`src/rtl/dsb_coupling_acc.sv`:
```
// Coupling accumulator: sums N_NEIGH signed Q8.8 products J*x per request
// and presents a saturated Q8.8 coupling force for the processing element.
module dsb_coupling_acc #(
   parameter int WIDTH   = 16,
   parameter int N_NEIGH = 4,
   parameter int CNT_W   = 8
) (
   input  logic             clk,
   input  logic             rst,
   input  logic             start,
   input  logic [WIDTH-1:0] x_in,
   input  logic [WIDTH-1:0] j_in,
   input  logic             in_valid,
   output logic             in_ready,
   output logic [WIDTH-1:0] coupling_force,
   output logic             force_valid,
   output logic             sat_flag,
   output logic             busy
);

   localparam int PW = 2 * WIDTH;
   localparam int AW = PW + CNT_W;

   localparam logic signed [AW-1:0] MAXV =
      {{(AW-WIDTH+1){1'b0}}, {(WIDTH-1){1'b1}}};
   localparam logic signed [AW-1:0] MINV =
      {{(AW-WIDTH+1){1'b1}}, {(WIDTH-1){1'b0}}};
   localparam logic [CNT_W-1:0] LAST = CNT_W'(N_NEIGH - 1);

   typedef enum logic [1:0] {
      IDLE,
      ACCUM,
      DONE
   } state_t;

   state_t state, state_nxt;

   logic signed [AW-1:0] acc;
   logic [CNT_W-1:0]     cnt;
   logic signed [PW-1:0] prod;
   logic signed [AW-1:0] shifted;
   logic [WIDTH-1:0]     res;
   logic                 res_sat;
   logic                 beat;

   assign in_ready = (state == ACCUM);
   assign busy     = (state != IDLE);
   assign beat     = in_valid && in_ready;
   assign prod     = $signed(x_in) * $signed(j_in);
   assign shifted  = acc >>> 8;

   always_comb begin
      state_nxt = state;
      unique case (state)
         IDLE:    if (start) state_nxt = ACCUM;
         ACCUM:   if (beat && cnt == LAST) state_nxt = DONE;
         DONE:    state_nxt = IDLE;
         default: state_nxt = IDLE;
      endcase
   end

   // Q16.16 sum back to Q8.8 with floor rounding, clamped to WIDTH bits
   always_comb begin
      res     = shifted[WIDTH-1:0];
      res_sat = 1'b0;
      if (shifted > MAXV) begin
         res     = {1'b0, {(WIDTH-1){1'b1}}};
         res_sat = 1'b1;
      end else if (shifted < MINV) begin
         res     = {1'b1, {(WIDTH-1){1'b0}}};
         res_sat = 1'b1;
      end
   end

   always_ff @(posedge clk or posedge rst) begin
      if (rst) begin
         state <= IDLE;
         acc   <= '0;
         cnt   <= '0;
      end else begin
         state <= state_nxt;
         if (state == IDLE && start) begin
            acc <= '0;
            cnt <= '0;
         end else if (beat) begin
            acc <= acc + {{CNT_W{prod[PW-1]}}, prod};
            cnt <= cnt + 1'b1;
         end
      end
   end

   always_ff @(posedge clk or posedge rst) begin
      if (rst) begin
         coupling_force <= '0;
         sat_flag       <= 1'b0;
         force_valid    <= 1'b0;
      end else begin
         force_valid <= (state == DONE);
         if (state == DONE) begin
            coupling_force <= res;
            sat_flag       <= res_sat;
         end
      end
   end

endmodule

```
`config.mk`:
```
export PLATFORM = sky130hd
export DESIGN_NAME = dsb_coupling_acc
export DESIGN_NICKNAME = d
export VERILOG_FILES = /design/src/rtl/dsb_coupling_acc.sv
export SDC_FILE = /design/constraint.sdc
export NUM_CORES = 1
export LEC_CHECK = 0
export CORE_MARGIN = 5
export CORE_UTILIZATION = 58
export CTS_CLUSTER_SIZE = 12
export DETAILED_ROUTE_END_ITERATION = 12
export PLACE_DENSITY = 0.76
export SYNTH_ARGS = -nofsm -noshare
export SYNTH_HDL_FRONTEND = slang
export SYNTH_SLANG_ARGS = --single-unit
export TNS_END_PERCENT = 50
```
`constraint.sdc`:
```
create_clock -name clk -period 2.7 [get_ports clk]
set_clock_uncertainty 0.1 [all_clocks]
set_input_delay 0.405 -clock clk [delete_from_list [all_inputs] [get_ports clk]]
set_output_delay 0.405 -clock clk [all_outputs]
set_load 0.05 [all_outputs]
```
==> flow_results.xml <==
<?xml version="1.0" encoding="UTF-8"?>
<metrics>
  <group name="status">
    <metric name="status" unit="">finished with violations</metric>
    <metric name="violated_checks" unit="">setup timing</metric>
  </group>
  <group name="setup_path">
    <metric name="worst-path-buf-inv" unit="">8</metric>
    <metric name="timing_worst_setup_path_type" unit="">in2reg</metric>
    <metric name="r2r-end" unit="">acc[36]</metric>
    <metric name="startpoint_type" unit="">input port</metric>
    <metric name="critical_path_cell_count" unit="">29</metric>
    <metric name="cp.required" unit="ns">2.82</metric>
    <metric name="cp_top_family" unit="">adder cells</metric>
    <metric name="worst-endpoint-arrival" unit="ns">8.02</metric>
    <metric name="flop2flop_setup_slack" unit="ns">-0.41</metric>
    <metric name="cp-end-kind" unit="">register</metric>
    <metric name="critical-path-top-cell-by-count" unit="">fa_1</metric>
    <metric name="critical_path.reg2reg.startpoint" unit="">acc[0]</metric>
    <metric name="cp_slowest_stage_delay" unit="ns">0.63</metric>
    <metric name="crit_slowest_cell" unit="">fa_2</metric>
    <metric name="critPathMaxFanout" unit="">6</metric>
    <metric name="worst-r2r-cell-count" unit="">14</metric>
  </group>
  <group name="route">
    <metric name="avgViaCountPerCell" unit="">5.59</metric>
    <metric name="route.detailed.drc" unit="">0</metric>
    <metric name="drt.antenna.violating_nets" unit="">0</metric>
    <metric name="dr.first_iter.drc_count" unit="">848</metric>
    <metric name="wirelength" unit="µm">39700</metric>
    <metric name="routed-via-count" unit="">12597</metric>
    <metric name="post_drt_wl_per_cell" unit="µm">17.6</metric>
    <metric name="first_pass_iters" unit="">7</metric>
  </group>
  <group name="grt">
    <metric name="pin_count_of_the_biggest_net_entering_global_routing" unit="">52</metric>
    <metric name="gr_util_met3" unit="">0.0304</metric>
    <metric name="gr-total-overflow" unit="">0</metric>
    <metric name="met1_usage_grt" unit="">0.326</metric>
    <metric name="grtUsageTotal" unit="">0.276</metric>
    <metric name="grt-busiest-layer" unit="">met2</metric>
    <metric name="vias_in_the_first_global_route" unit="">13691</metric>
    <metric name="antenna_found_initial" unit="">0</metric>
    <metric name="use_met2" unit="">0.523</metric>
    <metric name="grt_pass1_wl" unit="µm">64200</metric>
  </group>
  <group name="finish">
    <metric name="fillers" unit="">1437</metric>
    <metric name="n_antenna_cell" unit="">0</metric>
    <metric name="leading_cell_type_in_the_layout_fill_and_taps_excluded" unit="">inv_1</metric>
    <metric name="fin_nets" unit="">2348</metric>
    <metric name="mostFrequentLayoutCells" unit="">inv_1 (295), buf_4 (293), fa_1 (249), nand2_1 (183), and2_1 (110)</metric>
    <metric name="final-seq-area" unit="mm²">0.00170</metric>
    <metric name="post_synthesis_to_final_layout_area_growth" unit="%">32.1</metric>
    <metric name="area_of_combinational_cells_with_multiple_inputs" unit="mm²">0.0123</metric>
    <metric name="fraction_of_layout_cells_with_a_size_suffix_above_1" unit="">0.284</metric>
  </group>
  <group name="sta">
    <metric name="grt_setup_unrepaired" unit="">true</metric>
    <metric name="max_slew.worst_pin.slew" unit="ns">0.643</metric>
    <metric name="final-hold-violation-count" unit="">0</metric>
    <metric name="achievable-frequency" unit="MHz">127</metric>
    <metric name="relSlewSlack" unit="">0.572</metric>
    <metric name="worst_hold_slack" unit="ns">0.297</metric>
    <metric name="worst_slack" unit="ns">-5.19</metric>
    <metric name="post-route-period-util" unit="">2.92</metric>
    <metric name="finalWorstPathRequiredPeriod" unit="ns">7.89</metric>
    <metric name="number_of_max_slew_violations_in_the_final_report" unit="">0</metric>
    <metric name="timing.final.setup_violations" unit="">37</metric>
  </group>
  <group name="synth">
    <metric name="synth-async-reset-ratio" unit="">1.00</metric>
    <metric name="synth_area_per_cell" unit="µm²">9.05</metric>
    <metric name="yosysSeqAreaShare" unit="">0.119</metric>
    <metric name="yosys_register_bits" unit="">68</metric>
    <metric name="mappedNetlistArea" unit="mm²">0.0143</metric>
    <metric name="synth_top_area_cell" unit="">fa_1</metric>
    <metric name="synth_top_area_share" unit="">0.367</metric>
    <metric name="post_synth_num_cell_types" unit="">60</metric>
    <metric name="post_synth_inst_count" unit="">1583</metric>
    <metric name="synthTopCellsByArea" unit="">fa_1 (37%), dfrtp_1 (12%), ha_1 (11%)</metric>
    <metric name="ys_dominant_reg_cell" unit="">dfrtp_1</metric>
    <metric name="synth_enable_flop_cells" unit="">0</metric>
    <metric name="yosys_warnings" unit="">0</metric>
    <metric name="mappedNetlistNets" unit="">2006</metric>
  </group>
  <group name="clock_network">
    <metric name="clock-sinks" unit="">68</metric>
    <metric name="numCtsBuffers" unit="">9</metric>
    <metric name="clock_insertion_delay_at_the_later_pin_of_the_skew_report" unit="ns">0.34</metric>
    <metric name="tritoncts" unit="">done</metric>
    <metric name="clk_transition_reported_paths" unit="ns">0.06</metric>
    <metric name="max-clock-path-buffers" unit="">2</metric>
    <metric name="postCtsHoldBufs" unit="">0</metric>
    <metric name="htree_levels" unit="">3</metric>
    <metric name="root_buffer_cell" unit="">clkbuf_16</metric>
  </group>
  <group name="placement">
    <metric name="numPortBuffers" unit="">55</metric>
    <metric name="hpwlAfterDp" unit="µm">28800</metric>
    <metric name="globalplace.congestion" unit="">0.859</metric>
  </group>
  <group name="flow_run">
    <metric name="max-cap-violations" unit="">0</metric>
  </group>
  <group name="die">
    <metric name="chipHeight" unit="µm">167</metric>
    <metric name="die_x" unit="µm">167</metric>
    <metric name="io-pin-count" unit="">56</metric>
    <metric name="initial_core_util" unit="">0.589</metric>
    <metric name="placeableCoreArea" unit="mm²">0.0243</metric>
    <metric name="die_area" unit="mm²">0.0280</metric>
    <metric name="rows" unit="">57</metric>
  </group>
  <group name="min_path">
    <metric name="min_path_type" unit="">in2async</metric>
  </group>
</metrics>
## stage by stage
stage | area [µm²] | setup TNS (ns) | utilization | cells | worst slack (ns)
global route | 18900 | -154.84 | 0.778 | 2252 | -5.54
finish | 18900 | -146.40 | 0.778 | 2252 | -5.19
CTS | 18600 | -143.80 | 0.766 | 2242 | -4.97
floorplan | 14500 | -136.84 | - | 1583 | -4.94
global placement | 17400 | -172.68 | 0.715 | 2197 | -5.68
detailed placement | 17400 | -175.93 | 0.715 | 2197 | -5.85
## flip-flops by register name, summed over array words and instances (netlist names)
name            count
sat_flag            1
cnt                 8
state               2
coupling_force     16
acc                40
force_valid         1
## synth_stat cells (all sizes together) (7+ instances only)
library cell,number
and2,128
nand2b,12
xor2,33
nand4,9
nor2,63
xnor2,45
fa,263
clkbuf,45
nor4,10
o21a,7
ha,124
a31oi,7
o21bai,11
a21o,30
nand2,197
and3,9
o21ai,78
a21oi,57
nand3,11
nor2b,8
inv,314
a211oi,8
dfrtp,68
## layout make-up
cell class / count / share of cell area
Clock buffer: 12 / 0.0130
Clock inverter: 2 / 0.000661
Inverter: 314 / 0.0623
Multi-Input combinational cell: 1155 / 0.649
Sequential cell: 68 / 0.0899
Tap cell: 324 / 0.0214
Timing Repair Buffer: 377 / 0.164
## what timing repair did
item	in CTS	in global routing
setup buffers	30	15
gates cloned	2	0
endpoints found under the setup margin	38	38
pin swaps	158	68
hold endpoints to repair	0	0
gates resized for setup	275	57
## cell families (layout without fill, tap and decap cells)
group,count (synthesis),after routing,synth area share
flip-flops,68,68,0.119
buffers and inverters,360,705,0.0943
adder cells (fa/ha/maj),387,387,0.476
XOR/XNOR,78,78,0.0477
AO/OA/AOI/OAI,230,230,0.108
AND/OR/NAND/NOR,460,460,0.156
## worst reg2reg max path, cell delays in order, from the launching register on
cell	delay [ns]
dfrtp_1	0.37
ha_1	0.20
inv_1	0.07
fa_1	0.41
nor2b_1	0.13
o21a_1	0.15
o21ai_2	0.09
o21ai_4	0.21
a221oi_4	0.12
o21ai_4	0.21
a211oi_4	0.11
o41ai_4	0.46
a21oi_1	0.13
a31oi_1	0.18
a21oi_1	0.08
## worst max path at each step
stage                  start      end  slack [ns]
floorplan            j_in[6]  acc[37]       -4.94
global placement     j_in[5]  acc[37]       -5.68
detailed placement   j_in[5]  acc[37]       -5.85
CTS                  x_in[7]  acc[39]       -4.97
global route         j_in[4]  acc[36]       -5.54
finish              x_in[15]  acc[36]       -5.19
## routing by layer
metal,part of all wire,vias to the layer above
met2,0.55,448
met5,0,-
met1,0.37,6384
li1,-,5610
met4,0.042,0
met3,0.041,155
Power is left out: the tool's default activity adds up to more than one toggle a clock period on the data nets, which glitch-free logic cannot reach.
